## config.mk

```make
export PLATFORM = sky130hd
export DESIGN_NAME = moon_motion_ctrl_flat
export DESIGN_NICKNAME = d
export VERILOG_FILES = /design/src/rtl/moon_motion_if.sv /design/src/rtl/moon_motion_ctrl.sv /design/src/flat_wrapper.sv
export SDC_FILE = /design/constraint.sdc
export NUM_CORES = 1
export LEC_CHECK = 0
export CORE_ASPECT_RATIO = 1.5
export CORE_MARGIN = 2
export CORE_UTILIZATION = 40
export CTS_CLUSTER_DIAMETER = 60
export DETAILED_ROUTE_END_ITERATION = 7
export SYNTH_ARGS = -nofsm -noshare
export SYNTH_HDL_FRONTEND = slang
export SYNTH_SLANG_ARGS = --single-unit
```

## constraint.sdc

```tcl
create_clock -name i_clk -period 11.17 [get_ports i_clk]
set_clock_uncertainty 0.1 [all_clocks]
set_input_delay 3.351 -clock i_clk [delete_from_list [all_inputs] [get_ports i_clk]]
set_output_delay 3.351 -clock i_clk [all_outputs]
set_load 0.005 [all_outputs]
```

## src/rtl/moon_motion_if.sv

```systemverilog
// -----------------------------------------------------------------------------
// moon_motion_if
//   Groups the moon motion controller's control inputs and its
//   position/status outputs into one bundle.
//
//   Signal summary (direction as seen by the controller):
//     i_enable        in   1   run the attack pattern; low parks the moon in IDLE
//     i_player_x/y    in   10  player sprite centre (px)
//     i_speed_offset  in   26  subtracted from the base tick period
//     o_moon_x/y      out  10  moon centre, integer part of the Q10.10 position
//     o_state         out  2   0 IDLE, 1 COOLDOWN, 2 AIM, 3 DASH
//     o_on_border     out  1   moon sits on a playfield edge
//     o_dash_start    out  1   one-clk pulse when a dash begins
//     o_motion_tick   out  1   one-clk pulse per motion tick
//
//   Modports:
//     master - the side that drives the controls (game logic / testbench)
//     slave  - the moon motion controller
// -----------------------------------------------------------------------------
interface moon_motion_if;
  logic        i_enable;
  logic [9:0]  i_player_x;
  logic [9:0]  i_player_y;
  logic [25:0] i_speed_offset;
  logic [9:0]  o_moon_x;
  logic [9:0]  o_moon_y;
  logic [1:0]  o_state;
  logic        o_on_border;
  logic        o_dash_start;
  logic        o_motion_tick;

  modport master (
    output i_enable, i_player_x, i_player_y, i_speed_offset,
    input  o_moon_x, o_moon_y, o_state, o_on_border, o_dash_start, o_motion_tick
  );

  modport slave (
    input  i_enable, i_player_x, i_player_y, i_speed_offset,
    output o_moon_x, o_moon_y, o_state, o_on_border, o_dash_start, o_motion_tick
  );
endinterface

```

## src/rtl/moon_motion_ctrl.sv

```systemverilog
// -----------------------------------------------------------------------------
// moon_motion_ctrl
//   Attack-pattern sequencer for the moon boss sprite:
//   home -> cooldown -> aim at player -> dash to border -> cooldown ...
//   Keeps the moon position in Q10.10 fixed point and runs its own
//   speed-scalable motion tick divider.
//
//   Ports:
//     i_clk    in   system clock
//     i_reset  in   synchronous, active-high reset (overrides everything)
//     bus      moon_motion_if.slave (controls in, position/status out)
//
//   state    | meaning
//   ---------+-------------------------------------------------------------
//   IDLE     | parked; position held, velocity zero
//   COOLDOWN | waiting DELAY_TICKS motion ticks before aiming
//   AIM      | single clk: sample player, compute dash velocity
//   DASH     | move by velocity each tick until border hit or timeout
// -----------------------------------------------------------------------------
module moon_motion_ctrl #(
  parameter int MAX_X          = 384,
  parameter int MAX_Y          = 448,
  parameter int HOME_X         = 192,
  parameter int HOME_Y         = 100,
  parameter int TICK_MAX       = 2_000_000,
  parameter int DELAY_TICKS    = 100,
  parameter int STEP_SHIFT     = 6,
  parameter int MAX_DASH_TICKS = 255
) (
  input  logic          i_clk,
  input  logic          i_reset,
  moon_motion_if.slave  bus
);

  typedef enum logic [1:0] {
    ST_IDLE     = 2'd0,
    ST_COOLDOWN = 2'd1,
    ST_AIM      = 2'd2,
    ST_DASH     = 2'd3
  } state_t;

  localparam int VEL_SHIFT = 10 - STEP_SHIFT;

  localparam logic [25:0] TICK_PERIOD = 26'(TICK_MAX);
  localparam logic [25:0] TICK_SAT    = 26'(TICK_MAX - 1);

  localparam logic [19:0] HOME_X_Q = 20'(HOME_X * 1024);
  localparam logic [19:0] HOME_Y_Q = 20'(HOME_Y * 1024);
  localparam logic [19:0] MAX_X_Q  = 20'(MAX_X * 1024);
  localparam logic [19:0] MAX_Y_Q  = 20'(MAX_Y * 1024);
  localparam logic signed [21:0] MAX_X_S = 22'(MAX_X * 1024);
  localparam logic signed [21:0] MAX_Y_S = 22'(MAX_Y * 1024);

  localparam logic [9:0] BORDER_X = 10'(MAX_X);
  localparam logic [9:0] BORDER_Y = 10'(MAX_Y);

  localparam logic [15:0] CD_LAST   = 16'(DELAY_TICKS - 1);
  localparam logic [15:0] DASH_LAST = 16'(MAX_DASH_TICKS - 1);

  state_t             r_state;
  logic [25:0]        r_tick_cnt;
  logic               r_motion_tick;
  logic               r_dash_start;
  logic [15:0]        r_cd_cnt;
  logic [15:0]        r_dash_cnt;
  logic [19:0]        r_pos_x;
  logic [19:0]        r_pos_y;
  logic signed [21:0] r_vel_x;
  logic signed [21:0] r_vel_y;

  // ---------------------------------------------------------------------------
  // Tick divider. Once the offset eats the whole period the tick fires every
  // clk. The ">=" compare lets a shortened period take effect mid-count
  // instead of running the counter past the new terminal value.
  // ---------------------------------------------------------------------------
  logic [25:0] w_period;
  logic        w_wrap;

  assign w_period = (bus.i_speed_offset >= TICK_SAT) ? 26'd1
                                                     : TICK_PERIOD - bus.i_speed_offset;
  assign w_wrap   = (r_tick_cnt >= (w_period - 26'd1));

  // ---------------------------------------------------------------------------
  // Aim: 11-bit signed distance to the player, scaled into Q10.10 velocity.
  // ---------------------------------------------------------------------------
  logic signed [10:0] w_dx;
  logic signed [10:0] w_dy;
  logic signed [21:0] w_dx_ext;
  logic signed [21:0] w_dy_ext;
  logic signed [21:0] w_vel_x;
  logic signed [21:0] w_vel_y;
  logic               w_no_move;

  assign w_dx      = $signed({1'b0, bus.i_player_x}) - $signed({1'b0, r_pos_x[19:10]});
  assign w_dy      = $signed({1'b0, bus.i_player_y}) - $signed({1'b0, r_pos_y[19:10]});
  assign w_dx_ext  = {{11{w_dx[10]}}, w_dx};
  assign w_dy_ext  = {{11{w_dy[10]}}, w_dy};
  assign w_vel_x   = w_dx_ext <<< VEL_SHIFT;
  assign w_vel_y   = w_dy_ext <<< VEL_SHIFT;
  assign w_no_move = (w_dx == 11'sd0) && (w_dy == 11'sd0);

  // ---------------------------------------------------------------------------
  // Dash step: add velocity in 22-bit signed space, then clamp to the
  // playfield. Landing exactly on an edge is not a clamp; only overshoot is.
  // ---------------------------------------------------------------------------
  logic signed [21:0] w_sum_x;
  logic signed [21:0] w_sum_y;
  logic               w_lo_x;
  logic               w_hi_x;
  logic               w_lo_y;
  logic               w_hi_y;
  logic               w_hit;
  logic [19:0]        w_next_x;
  logic [19:0]        w_next_y;

  assign w_sum_x = $signed({2'b00, r_pos_x}) + r_vel_x;
  assign w_sum_y = $signed({2'b00, r_pos_y}) + r_vel_y;
  assign w_lo_x  = (w_sum_x < 22'sd0);
  assign w_hi_x  = (w_sum_x > MAX_X_S);
  assign w_lo_y  = (w_sum_y < 22'sd0);
  assign w_hi_y  = (w_sum_y > MAX_Y_S);
  assign w_hit   = w_lo_x | w_hi_x | w_lo_y | w_hi_y;

  assign w_next_x = w_lo_x ? 20'd0 : (w_hi_x ? MAX_X_Q : w_sum_x[19:0]);
  assign w_next_y = w_lo_y ? 20'd0 : (w_hi_y ? MAX_Y_Q : w_sum_y[19:0]);

  // ---------------------------------------------------------------------------
  // Sequencer. The tick pulse is registered, so every tick-driven action
  // happens on the edge that closes the clk in which o_motion_tick is high.
  // ---------------------------------------------------------------------------
  always_ff @(posedge i_clk) begin
    if (i_reset) begin
      r_state       <= ST_IDLE;
      r_tick_cnt    <= 26'd0;
      r_motion_tick <= 1'b0;
      r_dash_start  <= 1'b0;
      r_cd_cnt      <= 16'd0;
      r_dash_cnt    <= 16'd0;
      r_pos_x       <= HOME_X_Q;
      r_pos_y       <= HOME_Y_Q;
      r_vel_x       <= 22'sd0;
      r_vel_y       <= 22'sd0;
    end else begin
      r_dash_start  <= 1'b0;
      r_motion_tick <= w_wrap;
      if (w_wrap) begin
        r_tick_cnt <= 26'd0;
      end else begin
        r_tick_cnt <= r_tick_cnt + 26'd1;
      end

      // Dropping enable beats any tick-driven transition in the same clk.
      if (!bus.i_enable) begin
        r_state <= ST_IDLE;
        r_vel_x <= 22'sd0;
        r_vel_y <= 22'sd0;
      end else begin
        case (r_state)
          ST_IDLE: begin
            r_state  <= ST_COOLDOWN;
            r_cd_cnt <= 16'd0;
          end

          ST_COOLDOWN: begin
            if (r_motion_tick) begin
              if (r_cd_cnt == CD_LAST) begin
                r_state <= ST_AIM;
              end else begin
                r_cd_cnt <= r_cd_cnt + 16'd1;
              end
            end
          end

          ST_AIM: begin
            if (w_no_move) begin
              r_state  <= ST_COOLDOWN;
              r_cd_cnt <= 16'd0;
              r_vel_x  <= 22'sd0;
              r_vel_y  <= 22'sd0;
            end else begin
              r_state      <= ST_DASH;
              r_dash_start <= 1'b1;
              r_dash_cnt   <= 16'd0;
              r_vel_x      <= w_vel_x;
              r_vel_y      <= w_vel_y;
            end
          end

          ST_DASH: begin
            if (r_motion_tick) begin
              r_pos_x <= w_next_x;
              r_pos_y <= w_next_y;
              // Border hit and timeout on the same tick give one exit.
              if (w_hit || (r_dash_cnt == DASH_LAST)) begin
                r_state  <= ST_COOLDOWN;
                r_cd_cnt <= 16'd0;
                r_vel_x  <= 22'sd0;
                r_vel_y  <= 22'sd0;
              end else begin
                r_dash_cnt <= r_dash_cnt + 16'd1;
              end
            end
          end

          default: r_state <= ST_IDLE;
        endcase
      end
    end
  end

  assign bus.o_moon_x      = r_pos_x[19:10];
  assign bus.o_moon_y      = r_pos_y[19:10];
  assign bus.o_state       = r_state;
  assign bus.o_dash_start  = r_dash_start;
  assign bus.o_motion_tick = r_motion_tick;
  assign bus.o_on_border   = (bus.o_moon_x == 10'd0) || (bus.o_moon_x == BORDER_X) ||
                             (bus.o_moon_y == 10'd0) || (bus.o_moon_y == BORDER_Y);

endmodule

```

## src/flat_wrapper.sv

```systemverilog
// flat-port wrapper written by rule: the top's interface ports become plain ports
module moon_motion_ctrl_flat 
#(
  parameter int MAX_X          = 384,
  parameter int MAX_Y          = 448,
  parameter int HOME_X         = 192,
  parameter int HOME_Y         = 100,
  parameter int TICK_MAX       = 2_000_000,
  parameter int DELAY_TICKS    = 100,
  parameter int STEP_SHIFT     = 6,
  parameter int MAX_DASH_TICKS = 255
)
  (i_clk, i_reset, bus_i_enable, bus_i_player_x, bus_i_player_y, bus_i_speed_offset, bus_o_moon_x, bus_o_moon_y, bus_o_state, bus_o_on_border, bus_o_dash_start, bus_o_motion_tick);
  moon_motion_if bus_i ();
  input  logic i_clk;
  input  logic i_reset;
  input wire logic [$bits(bus_i.i_enable)-1:0] bus_i_enable;
  input wire logic [$bits(bus_i.i_player_x)-1:0] bus_i_player_x;
  input wire logic [$bits(bus_i.i_player_y)-1:0] bus_i_player_y;
  input wire logic [$bits(bus_i.i_speed_offset)-1:0] bus_i_speed_offset;
  output wire logic [$bits(bus_i.o_moon_x)-1:0] bus_o_moon_x;
  output wire logic [$bits(bus_i.o_moon_y)-1:0] bus_o_moon_y;
  output wire logic [$bits(bus_i.o_state)-1:0] bus_o_state;
  output wire logic [$bits(bus_i.o_on_border)-1:0] bus_o_on_border;
  output wire logic [$bits(bus_i.o_dash_start)-1:0] bus_o_dash_start;
  output wire logic [$bits(bus_i.o_motion_tick)-1:0] bus_o_motion_tick;
  assign bus_i.i_enable = bus_i_enable;
  assign bus_i.i_player_x = bus_i_player_x;
  assign bus_i.i_player_y = bus_i_player_y;
  assign bus_i.i_speed_offset = bus_i_speed_offset;
  assign bus_o_moon_x = bus_i.o_moon_x;
  assign bus_o_moon_y = bus_i.o_moon_y;
  assign bus_o_state = bus_i.o_state;
  assign bus_o_on_border = bus_i.o_on_border;
  assign bus_o_dash_start = bus_i.o_dash_start;
  assign bus_o_motion_tick = bus_i.o_motion_tick;
  moon_motion_ctrl #(.MAX_X(MAX_X), .MAX_Y(MAX_Y), .HOME_X(HOME_X), .HOME_Y(HOME_Y), .TICK_MAX(TICK_MAX), .DELAY_TICKS(DELAY_TICKS), .STEP_SHIFT(STEP_SHIFT), .MAX_DASH_TICKS(MAX_DASH_TICKS)) u_core (.i_clk(i_clk), .i_reset(i_reset), .bus(bus_i));
endmodule
```

Word level (Yosys, flattened, before mapping)
Cells that the tools add are included.

Register bits after elaboration: 146. Output and inout port bits: 25. Logic and storage cells: 92.

$add $sub $neg: 9. $lt $le $gt $ge: 6. Equality and inequality tests: 15. Multiplexer cells: 28. Bitwise operators: 5. Reductions and logical operators: 19.

Operators with widths (count): 2-to-1 mux 16 bit (8); 2-to-1 mux 22 bit (4); one-hot mux 22 bit (2 select lines) (2); 2-to-1 mux 20 bit (4); one-hot mux 16 bit (4 select lines) (1); adder 21 x 22 -> 22 bit (2); greater-than comparator 22 x 20 -> 1 bit, second input constant (2); < comparator 22 x 1 -> 1 bit, second input constant (2); adder 16 x 1 -> 16 bit, second input constant (2); one-hot mux 16 bit (2 select lines) (1); adder 26 x 1 -> 26 bit, second input constant (1); greater-or-equal comparator 26 x 21 -> 1 bit, second input constant (1); greater-or-equal comparator 26 bit (1); 2-to-1 mux 26 bit (1); subtractor 21 x 26 -> 26 bit, first input constant (1); subtractor 26 x 1 -> 26 bit, second input constant (1); zero test 11 bit (2); subtractor 10 x 10 -> 11 bit (2); equality test 10 x 9 -> 1 bit, second input constant (2); zero test 10 bit (2); equality test 16 x 7 -> 1 bit, second input constant (1); equality test 16 x 8 -> 1 bit, second input constant (1); 2-to-1 mux 2 bit (5); inequality test 2 x 1 -> 1 bit, second input constant (5); 17 further kinds (28).

Logic depth before layout (Yosys ltp)
Gate-level depths: netlist of the first run.

Depth after elaboration: 9. Mapped depth: 27. Gate-level depth less buffers: 23.

Worst setup path before layout of the first run
Ideal clock, no wire load.

Path kind: input -> register. From: in bus_i_speed_offset[11]. To: reg u_core.r_tick_cnt[22]. Library setup time: 0.128 ns. Arrival: 8.264 ns. Slack: 2.679 ns. Stages: 26. Cell sequence: clkbuf_1 -> nor4_1 -> nand4_1 -> or4_1 -> o21ai_0 -> a311oi_1 -> clkbuf_1 -> clkbuf_1 -> nand2_1 -> ha_1 -> clkbuf_1 -> and3_1 -> nand2b_1 -> clkbuf_1 -> o221ai_1 -> a211o_1 -> ha_1 -> nand4_1 -> nor3_1 -> a41oi_1 -> o21ai_0 -> nand3b_1 -> a21oi_1 -> a21oi_1 -> clkbuf_1 -> nor2_1.

Longest elaborated chain between the ends: 5.

Ends and longest elaborated chain: from (decl) (RTL line flat_wrapper.sv:20) `input wire logic [$bits(bus_i.i_speed_offset)-1:0] bus_i_speed_offset;`; subtractor 21 x 26 -> 26 bit / greater-or-equal comparator 26 x 21 -> 1 bit (equally long branches) (RTL line moon_motion_ctrl.sv:80, moon_motion_ctrl.sv:79); 2-to-1 mux 26 bit * (RTL line moon_motion_ctrl.sv:79) `assign w_period = (bus.i_speed_offset >= TICK_SAT) ? 26'd1`; subtractor 26 x 1 -> 26 bit * (RTL line moon_motion_ctrl.sv:81) `assign w_wrap = (r_tick_cnt >= (w_period - 26'd1));`; greater-or-equal comparator 26 bit * (RTL line moon_motion_ctrl.sv:81); OR reduction 2 bit (no line) *; to (signal assigned) (RTL line moon_motion_ctrl.sv:149) `r_tick_cnt <= r_tick_cnt + 26'd1;`; to (decl) (RTL line moon_motion_ctrl.sv:61) `logic [25:0] r_tick_cnt;`.

Mark *: on every way between the ends. The rest lies on a longest branch, timed or not. A chain may end at the register's enable or synchronous reset.

Final worst setup path of the first run
From: in bus_i_speed_offset[12]. To: reg u_core.r_tick_cnt[15].

The elaborated chain is that of the path after synthesis.

==> results of run 1 <==
==> cells in the final DEF, fill, tap and decap left out, types with 18 or more instances in the layout <==
cell | Yosys | routed
sky130_fd_sc_hd__a21o_1 | 28 | 28
sky130_fd_sc_hd__a21oi_1 | 83 | 82
sky130_fd_sc_hd__a22o_1 | 18 | 18
sky130_fd_sc_hd__and3_1 | 32 | 32
sky130_fd_sc_hd__clkdlybuf4s50_1 | 0 | 72
sky130_fd_sc_hd__dfxtp_1 | 116 | 116
sky130_fd_sc_hd__ha_1 | 91 | 91
sky130_fd_sc_hd__inv_1 | 55 | 55
sky130_fd_sc_hd__nand2_1 | 88 | 88
sky130_fd_sc_hd__nand2b_1 | 21 | 21
sky130_fd_sc_hd__nand3_1 | 45 | 45
sky130_fd_sc_hd__nand4_1 | 22 | 22
sky130_fd_sc_hd__nor2_1 | 123 | 123
sky130_fd_sc_hd__nor3_1 | 41 | 41
sky130_fd_sc_hd__o21a_1 | 20 | 20
sky130_fd_sc_hd__o21ai_0 | 70 | 70
sky130_fd_sc_hd__or4_1 | 18 | 18
sky130_fd_sc_hd__xnor2_1 | 47 | 47
sky130_fd_sc_hd__xor2_1 | 37 | 37
==> cell families (layout without fill, tap and decap cells) <==
group / count (synthesis) / in the layout / synth area share
AOI/OAI and AO/OA: 363 / 363 / 0.2510
buffers and inverters: 124 / 164 / 0.05614
and+or+nand+nor: 485 / 485 / 0.2515
adders and majority gates: 96 / 96 / 0.1236
xor gates and xnor gates: 84 / 84 / 0.07402
muxes: 10 / 10 / 0.01007
DFF: 116 / 116 / 0.2336
==> area by class of cell <==
class | count | area, µm²
multi-input cells | 1038 | 7069
flip-flops and latches | 116 | 2322
repair buffers | 79 | 770.7
clock inverters | 4 | 70.07
clock buffers | 26 | 509.2
fillers | 2408 | 13080
inverters | 55 | 206.4
well taps | 324 | 405.4
==> flip-flops by register name, summed over array words and instances, names as in the netlist <==
register	flops
u_core.r_pos_y	16
u_core.r_cd_cnt	16
u_core.r_pos_x	16
u_core.r_vel_x	11
u_core.r_dash_cnt	16
u_core.bus.o_state	2
u_core.r_tick_cnt	26
u_core.r_vel_y	11
u_core.bus.o_motion_tick	1
u_core.bus.o_dash_start	1
==> worst max-delay path by stage <==
stage,from,to,slack [ns],cells after the start
after floorplan,bus_i_speed_offset[11],u_core.r_tick_cnt[22],2.68,26
after global placement,bus_i_speed_offset[12],u_core.r_tick_cnt[25],1.67,23
after detailed placement,bus_i_speed_offset[12],u_core.r_tick_cnt[23],1.55,23
after CTS,bus_i_speed_offset[12],u_core.r_tick_cnt[15],1.96,23
after global routing,bus_i_speed_offset[12],u_core.r_tick_cnt[22],1.37,23
final,bus_i_speed_offset[12],u_core.r_tick_cnt[15],2.01,23
==> power by group through the flow <==
stage	registers [mW]	logic, mW	clock network (mW)
after floorplan	0.428	0.0808	0
after global placement	0.429	0.124	0
after detailed placement	0.429	0.125	0
after CTS	0.420	0.126	0.552
after global routing	0.420	0.140	0.570
final	0.420	0.126	0.544
==> worst max-delay path, cell delays in order <==
cell                              delay [ns]
sky130_fd_sc_hd__clkdlybuf4s50_1        0.51
sky130_fd_sc_hd__nor4_1                 0.52
sky130_fd_sc_hd__o21ai_0                0.18
sky130_fd_sc_hd__a21oi_1                0.16
sky130_fd_sc_hd__o21ai_0                0.14
sky130_fd_sc_hd__a311oi_2               0.25
sky130_fd_sc_hd__buf_4                  0.27
sky130_fd_sc_hd__inv_1                  0.16
sky130_fd_sc_hd__nor2_1                 0.17
sky130_fd_sc_hd__ha_1                   0.39
sky130_fd_sc_hd__and3_1                 0.29
sky130_fd_sc_hd__nand2b_1               0.34
sky130_fd_sc_hd__o221ai_1               0.16
sky130_fd_sc_hd__a211o_1                0.32
sky130_fd_sc_hd__ha_1                   0.29
sky130_fd_sc_hd__nand4_1                0.11
sky130_fd_sc_hd__nor3_1                 0.18
sky130_fd_sc_hd__a41oi_1                0.13
sky130_fd_sc_hd__o21ai_0                0.14
sky130_fd_sc_hd__nand3b_1               0.16
sky130_fd_sc_hd__a21oi_1                0.10
sky130_fd_sc_hd__a21oi_2                0.84
sky130_fd_sc_hd__nor2_1                 0.12
==> layer usage <==
metal / GRT usage / vias to the layer above / share of wire
met2: 0.3915 / 191 / 0.52
li1: - / 4779 / -
met1: 0.2261 / 4342 / 0.41
met5: 0 / - / 0
met3: 0.02489 / 47 / 0.027
met4: 0.09956 / 0 / 0.039
==> qor_table.md, run 1 <==
| Stage | Parameter | Reported |
|:---|:---|:---|
| status | Status | complete, no violations |
| placed design | Worst setup slack after placement | 1.547 ns |
| synth | Synthesized area divided by synthesized cell count | 7.777 µm² |
| global routing | First-pass GRT wire length | 44.17 mm |
| floorplanning | Die X-Extent | 132.7 µm |
| synth | Cell with the most instances after synthesis | sky130_fd_sc_hd__nor2_1 |
| global routing | Number of antenna violations at the first check in global routing | 0 |
| power | Sequential Power Share | 0.386 |
| clock network | Library cell used as clock root buffer | sky130_fd_sc_hd__clkbuf_16 |
| synth | Biggest area consumer among synthesized cells | sky130_fd_sc_hd__dfxtp_1 |
| setup path | Data arrival at the endpoint of the critical path | 9.31 ns |
| synth | Post-synthesis sequential element count | 116 |
| floorplanning | Height of the die | 197.1 µm |
| global routing | Sum of overflow across all layers after global routing | 0 |
| placed design | Area of placed instances | 0.01077 mm² |
| layout | Layout overhead on the synthesized area | 14.22% |
| synth | Post-Syn Instances | 1,278 |
| clock network | Post-CTS setup buffer count | 0 |
| setup path | Endpoint class of the critical path | flip-flop |
| clock network | Count of instances resized after the clock tree is built | 0 |
| sta | Setup violation total in the final timing report | 0 |
| job | Max Cap Violations | 0 |
| floorplanning | Core box area | 0.02444 mm² |
| synth | Post-synthesis sequential area ratio | 0.2336 |
| routing | Total wire length | 27.04 mm |
| clock network | Clock buffer depth | 2 |
| sta | Worst Setup Slack, final | 2.013 ns |
| synth | Unique masters post-synth | 85 |
| setup path | Required time at the endpoint of the critical path | 11.32 ns |
| placed design | Last weighted congestion value of the routability-driven placer | 0.8715 |
| layout | Total non-filler cell area in the finished layout | 0.01135 mm² |
| global routing | Number of global-route vias before repair | 9,069 |
| floorplanning | Number of rows created at floorplan | 70 |
| layout | Antenna Cells | 0 |
| power | Switching Fraction | 0.2432 |
| clock network | H-tree levels | 4 |
| routing | First drt pass iteration count | 5 |
| setup path | Logic depth of the worst register-to-register path | 13 |
| synth | Top-area cell type share of the netlist area | 0.2336 |
| power | Power consumption | 1.090 mW |
| placed design | DP Cell Count | 1,612 |
| placed design | Number of input and output port buffers inserted | 73 |
| placed design | HPWL after DPL | 20.75 mm |
| sta | Worst hold margin | 0.3574 ns |
| power | Net Switching | 0.2650 mW |
| setup path | Internal reg-to-reg setup slack | 6.09 ns |
| layout | Core Util, Final | 0.4646 |
| power | Max rail drop VDD | 0.07778 mV |
| clock network | Clock buffers created by TritonCTS | 17 |
| synth | Syn. warnings | 0 |
| floorplanning | Top-level port count | 74 |
| routing | Ratio of routed vias to standard cells | 5.700 |
| sta | Transition at the pin with the smallest max-transition slack | 1.135 ns |
| synth | Dominant cells by area after synthesis | sky130_fd_sc_hd__dfxtp_1 23%, sky130_fd_sc_hd__ha_1 11%, sky130_fd_sc_hd__nor2_1 4.6% |
| sta | Final Max Slew Viols | 0 |
| layout | Proportion of layout cells with a drive suffix above 1 | 0.04476 |
| floorplanning | Initial core utilization | 0.4068 |
| power | Leakage power | 4.566 nW |
| synth | Post-synth top cells | 123 x sky130_fd_sc_hd__nor2_1, 116 x sky130_fd_sc_hd__dfxtp_1, 91 x sky130_fd_sc_hd__ha_1 |
| sta | Final Hold Fails | 0 |
| synth | Fraction of synthesis flops using an asynchronous set or reset pin | 0 |
| sta | Highest attainable clock frequency | 109.2 MHz |
| setup path | Critical setup path kind | in -> reg |
| clock network | Clock latency at the later pin of the worst-skew pair | 0.42 ns |
| synth | Post-Synthesis Cell Area | 0.009940 mm² |
| power | Power density over the cells | 95.99 mW/mm² |
| sta | RSZ-0062 raised after global routing | no |
| setup path | Startpoint of the worst-slack reg-to-reg timing path | u_core.r_pos_y[10] |
| clock network | Post-cts hold buffer count | 0 |
| min path | Hold Path Class | reg -> reg |
| layout | Post-Layout Cell Count | 1,642 |
| synth | Primary FF master, synth | sky130_fd_sc_hd__dfxtp_1 |
| min path | HP Start | u_core.r_pos_y[6] |
| clock network | Clock tree from TritonCTS | yes |
| floorplanning | Area of the die | 0.02615 mm² |
| routing | DR vias | 9,359 |
| routing | 1st-iter DRT viols | 536 |
| setup path | Worst setup SP type | input pin |
| min path | Hold path cells | 2 |
| sta | Setup TNS after final layout | 0 ns |
| routing | DRC errors left | 0 |
| routing | Routed wirelength normalized by instance count | 16.47 µm |
| power | Internal power summed over all cells | 0.8248 mW |
| synth | Synthesized netlist net count | 1,422 |
| clock network | Number of clock sinks | 116 |
| setup path | Maximum fanout along the worst path | 26 |
| layout | Net count, final | 1,451 |
| min path | End of the worst hold path | u_core.r_pos_y[6] |
| clock network | Clk slew on worst S/H paths | 0.05 ns |
| sta | Period utilisation layout | 0.8198 |
| routing | DRT antenna net count | 0 |
| synth | Number of enable flip-flop cells after synthesis | 0 |
| sta | Min cycle time layout | 9.157 ns |
| sta | Slew headroom | 0.2431 |
| power | Clock Power Share | 0.499 |
| setup path | Reg-to-Reg End | u_core.r_cd_cnt[1] |
| power | Comb pwr share | 0.116 |
| global routing | Overall global routing resource usage | 0.2067 |
| global routing | Maximum number of pins on one net before global-route repair | 46 |
Note: power is estimated with default switching activity, not from simulation.
==> inputs of run 2 (changes only) <==
==> constraint.sdc (replaced) <==
create_clock -name i_clk -period 9.06 [get_ports i_clk]
set_clock_uncertainty 0.1 [all_clocks]
set_input_delay 2.718 -clock i_clk [delete_from_list [all_inputs] [get_ports i_clk]]
set_output_delay 2.718 -clock i_clk [all_outputs]
set_load 0.005 [all_outputs]
==> run 2 against run 1 <==
Against the previous run:
- non-clock buffer count increased by 4
- cell count increased by 0.37%
- clock power increased by 36%
- count of clock-buffer cells in the layout decreased by 2
- critical path depth decreased by 4
- global-route usage increased by 0.30 points
- setup slack got worse by 1.0 ns
- via count increased by 1.1%
- flip-flop and latch count unchanged
- final area increased by 0.86%
- critical endpoint is now u_core.r_tick_cnt[20]
- highest routed layer unchanged
==> qor_table.md, run 2 (synthesis results as in run 1) <==
| Stage | Parameter | Reported | Change |
|:---|:---|:---|:---|
| sta | Worst hold margin | 0.3590 ns | +0.001545 ns |
| clock network | Post-CTS setup buffer count | 0 | unchanged |
| clock network | Library cell used as clock root buffer | sky130_fd_sc_hd__clkbuf_16 |  |
| min path | Hold path cells | 2 | unchanged |
| clock network | H-tree levels | 4 | unchanged |
| global routing | Number of global-route vias before repair | 9,318 | +2.7% |
| power | Internal power summed over all cells | 1.076 mW | +30% |
| sta | Slew headroom | 0.2497 | +0.006545 |
| placed design | HPWL after DPL | 21.14 mm | +1.9% |
| routing | Total wire length | 27.20 mm | +0.58% |
| setup path | Data arrival at the endpoint of the critical path | 8.24 ns | -1.07 ns |
| placed design | DP Cell Count | 1,616 | +0.25% |
| placed design | Worst setup slack after placement | 0.4601 ns | -1.087 ns |
| placed design | Area of placed instances | 0.01080 mm² | +0.28% |
| sta | Period utilisation layout | 0.8923 |  |
| floorplanning | Die X-Extent | 132.7 µm | unchanged |
| min path | Hold Path Class | reg -> reg |  |
| layout | Register containing the most flip-flops in the final layout | u_core.r_tick_cnt |  |
| routing | DRT antenna net count | 0 | unchanged |
| setup path | Logic depth of the worst register-to-register path | 13 | unchanged |
| clock network | Clock latency at the later pin of the worst-skew pair | 0.42 ns | about the same |
| power | Power density over the cells | 123.3 mW/mm² | +28% |
| floorplanning | Initial core utilization | 0.4068 | unchanged |
| status | Status | complete, no violations |  |
| routing | 1st-iter DRT viols | 424 | -21% |
| routing | DRC errors left | 0 | unchanged |
| setup path | Endpoint class of the critical path | flip-flop |  |
| min path | HP Start | u_core.r_pos_y[6] |  |
| global routing | First-pass GRT wire length | 44.62 mm | +1.0% |
| setup path | Reg-to-Reg End | u_core.r_cd_cnt[0] |  |
| setup path | Startpoint of the worst-slack reg-to-reg timing path | u_core.r_pos_y[10] |  |
| power | Sequential Power Share | 0.367 | -0.019 |
| layout | Antenna Cells | 0 | unchanged |
| routing | First drt pass iteration count | 5 | unchanged |
| min path | End of the worst hold path | u_core.r_pos_y[6] |  |
| layout | Layout overhead on the synthesized area | 15.21% |  |
| clock network | Number of clock sinks | 116 | unchanged |
| sta | Final Max Slew Viols | 0 | unchanged |
| power | Max rail drop VDD | 0.1037 mV | +33% |
| clock network | Clk slew on worst S/H paths | 0.05 ns | about the same |
| global routing | Overall global routing resource usage | 0.2097 | +0.002995 |
| power | Comb pwr share | 0.110 | -0.006 |
| power | Power consumption | 1.412 mW | +30% |
| layout | Leading cell types in the layout, fill and taps excluded | 123 x sky130_fd_sc_hd__nor2_1, 116 x sky130_fd_sc_hd__dfxtp_1, 91 x sky130_fd_sc_hd__ha_1, 88 x sky130_fd_sc_hd__nand2_1, 82 x sky130_fd_sc_hd__a21oi_1 |  |
| sta | Worst Setup Slack, final | 0.9758 ns | -1.037 ns |
| clock network | Clock buffers created by TritonCTS | 17 | unchanged |
| layout | Post-Layout Cell Count | 1,648 | +0.37% |
| sta | RSZ-0062 raised after global routing | no |  |
| global routing | Number of antenna violations at the first check in global routing | 0 | unchanged |
| clock network | Count of instances resized after the clock tree is built | 0 | unchanged |
| sta | Min cycle time layout | 8.084 ns |  |
| power | Net Switching | 0.3359 mW | +27% |
| sta | Setup violation total in the final timing report | 0 | unchanged |
| routing | DR vias | 9,463 | +1.1% |
| setup path | Worst setup SP type | input pin |  |
| floorplanning | Top-level port count | 74 | unchanged |
| sta | Setup TNS after final layout | 0 ns | unchanged |
| sta | Transition at the pin with the smallest max-transition slack | 1.125 ns | -0.009817 ns |
| global routing | Sum of overflow across all layers after global routing | 0 | unchanged |
| setup path | Required time at the endpoint of the critical path | 9.22 ns | -2.10 ns |
| layout | Proportion of layout cells with a drive suffix above 1 | 0.05060 | +0.005839 |
| placed design | Number of input and output port buffers inserted | 73 | unchanged |
| clock network | Clock tree from TritonCTS | yes |  |
| power | Switching Fraction | 0.2379 | -0.005263 |
| layout | Net count, final | 1,455 | +0.28% |
| routing | Ratio of routed vias to standard cells | 5.742 | +0.74% |
| floorplanning | Number of rows created at floorplan | 70 | unchanged |
| placed design | Last weighted congestion value of the routability-driven placer | 0.8720 | about the same |
| layout | Most common library cell in the layout ignoring fill and taps | sky130_fd_sc_hd__nor2_1 |  |
| sta | Final Hold Fails | 0 | unchanged |
| global routing | Maximum number of pins on one net before global-route repair | 46 | unchanged |
| power | Clock Power Share | 0.523 | +0.024 |
| sta | Highest attainable clock frequency | 123.7 MHz |  |
| floorplanning | Area of the die | 0.02615 mm² | unchanged |
| setup path | CP Launch Point | bus_i_speed_offset[0] |  |
| layout | Core Util, Final | 0.4686 | +0.003993 |
| clock network | Post-cts hold buffer count | 0 | unchanged |
| floorplanning | Height of the die | 197.1 µm | unchanged |
| routing | Routed wirelength normalized by instance count | 16.51 µm | +0.21% |
| setup path | Internal reg-to-reg setup slack | 4.00 ns | -2.09 ns |
| floorplanning | Core box area | 0.02444 mm² | unchanged |
| power | Leakage power | 4.613 nW | +1.0% |
| layout | Max FFs per register | 26 | unchanged |
| setup path | Critical setup path kind | in -> reg |  |
| setup path | Maximum fanout along the worst path | 26 | unchanged |
| layout | Total non-filler cell area in the finished layout | 0.01145 mm² | +0.86% |
| clock network | Clock buffer depth | 2 | unchanged |
| job | Max Cap Violations | 0 | unchanged |
## run 2: cell count changes in the layout (fill, tap and decap cells not counted), sizes merged
cell	delta
buf	+4
bufinv	+2
clkbuf	-2
clkinvlp	+2
## run 2: routing by layer
layer / global-route usage / up-vias / routed length (µm) / part of all wire
li1: - / 4781 / - / -
met1: 0.2203 / 4428 / 11160 / 0.41
met2: 0.3953 / 188 / 13980 / 0.51
met3: 0.02900 / 66 / 680 / 0.025
met4: 0.1219 / 0 / 1372 / 0.050
met5: 0 / - / 0 / 0
## run 2: layout make-up
type / instances / area [µm²]
Sequential cell: 116 / 2322
Tap cell: 324 / 405.4
Clock buffer: 24 / 501.7
Timing Repair Buffer: 83 / 800.8
Multi-Input combinational cell: 1038 / 7069
Inverter: 55 / 206.4
Fill cell: 2459 / 12990
Clock inverter: 8 / 145.1
## run 2: worst max path at each step
stage	endpoint	slack [ns]
6_report	u_core.r_tick_cnt[20]	0.98
5_1_grt	u_core.r_tick_cnt[24]	0.31
4_1_cts	u_core.r_tick_cnt[18]	0.92
3_5_place_dp	u_core.r_tick_cnt[2]	0.46
3_3_place_gp	u_core.r_tick_cnt[25]	0.55
2_1_floorplan	u_core.r_tick_cnt[22]	1.20
## run 2: power groups by stage
stage,Sequential (mW),Clock [mW],Combinational [mW]
3_5_place_dp,0.529,0,0.155
2_1_floorplan,0.527,0,0.0996
6_report,0.518,0.738,0.156
5_1_grt,0.518,0.770,0.174
4_1_cts,0.518,0.750,0.156
3_3_place_gp,0.529,0,0.154
## run 2: critical path, stage by stage
cell and delay (ns):
sky130_fd_sc_hd__clkdlybuf4s50_1 0.53, sky130_fd_sc_hd__inv_1 0.10, sky130_fd_sc_hd__ha_1 0.22, sky130_fd_sc_hd__or3b_2 0.52, sky130_fd_sc_hd__o41ai_1 0.29, sky130_fd_sc_hd__buf_4 0.19
sky130_fd_sc_hd__a21oi_1 0.10, sky130_fd_sc_hd__o31ai_1 0.38, sky130_fd_sc_hd__xor2_1 0.27, sky130_fd_sc_hd__nand2_1 0.14, sky130_fd_sc_hd__o31ai_1 0.41, sky130_fd_sc_hd__and3_1 0.33
sky130_fd_sc_hd__nand2_1 0.08, sky130_fd_sc_hd__ha_1 0.33, sky130_fd_sc_hd__nand4_1 0.14, sky130_fd_sc_hd__o21ai_0 0.40, sky130_fd_sc_hd__nor3_1 0.12, sky130_fd_sc_hd__a21oi_2 0.87
sky130_fd_sc_hd__nor2_1 0.12
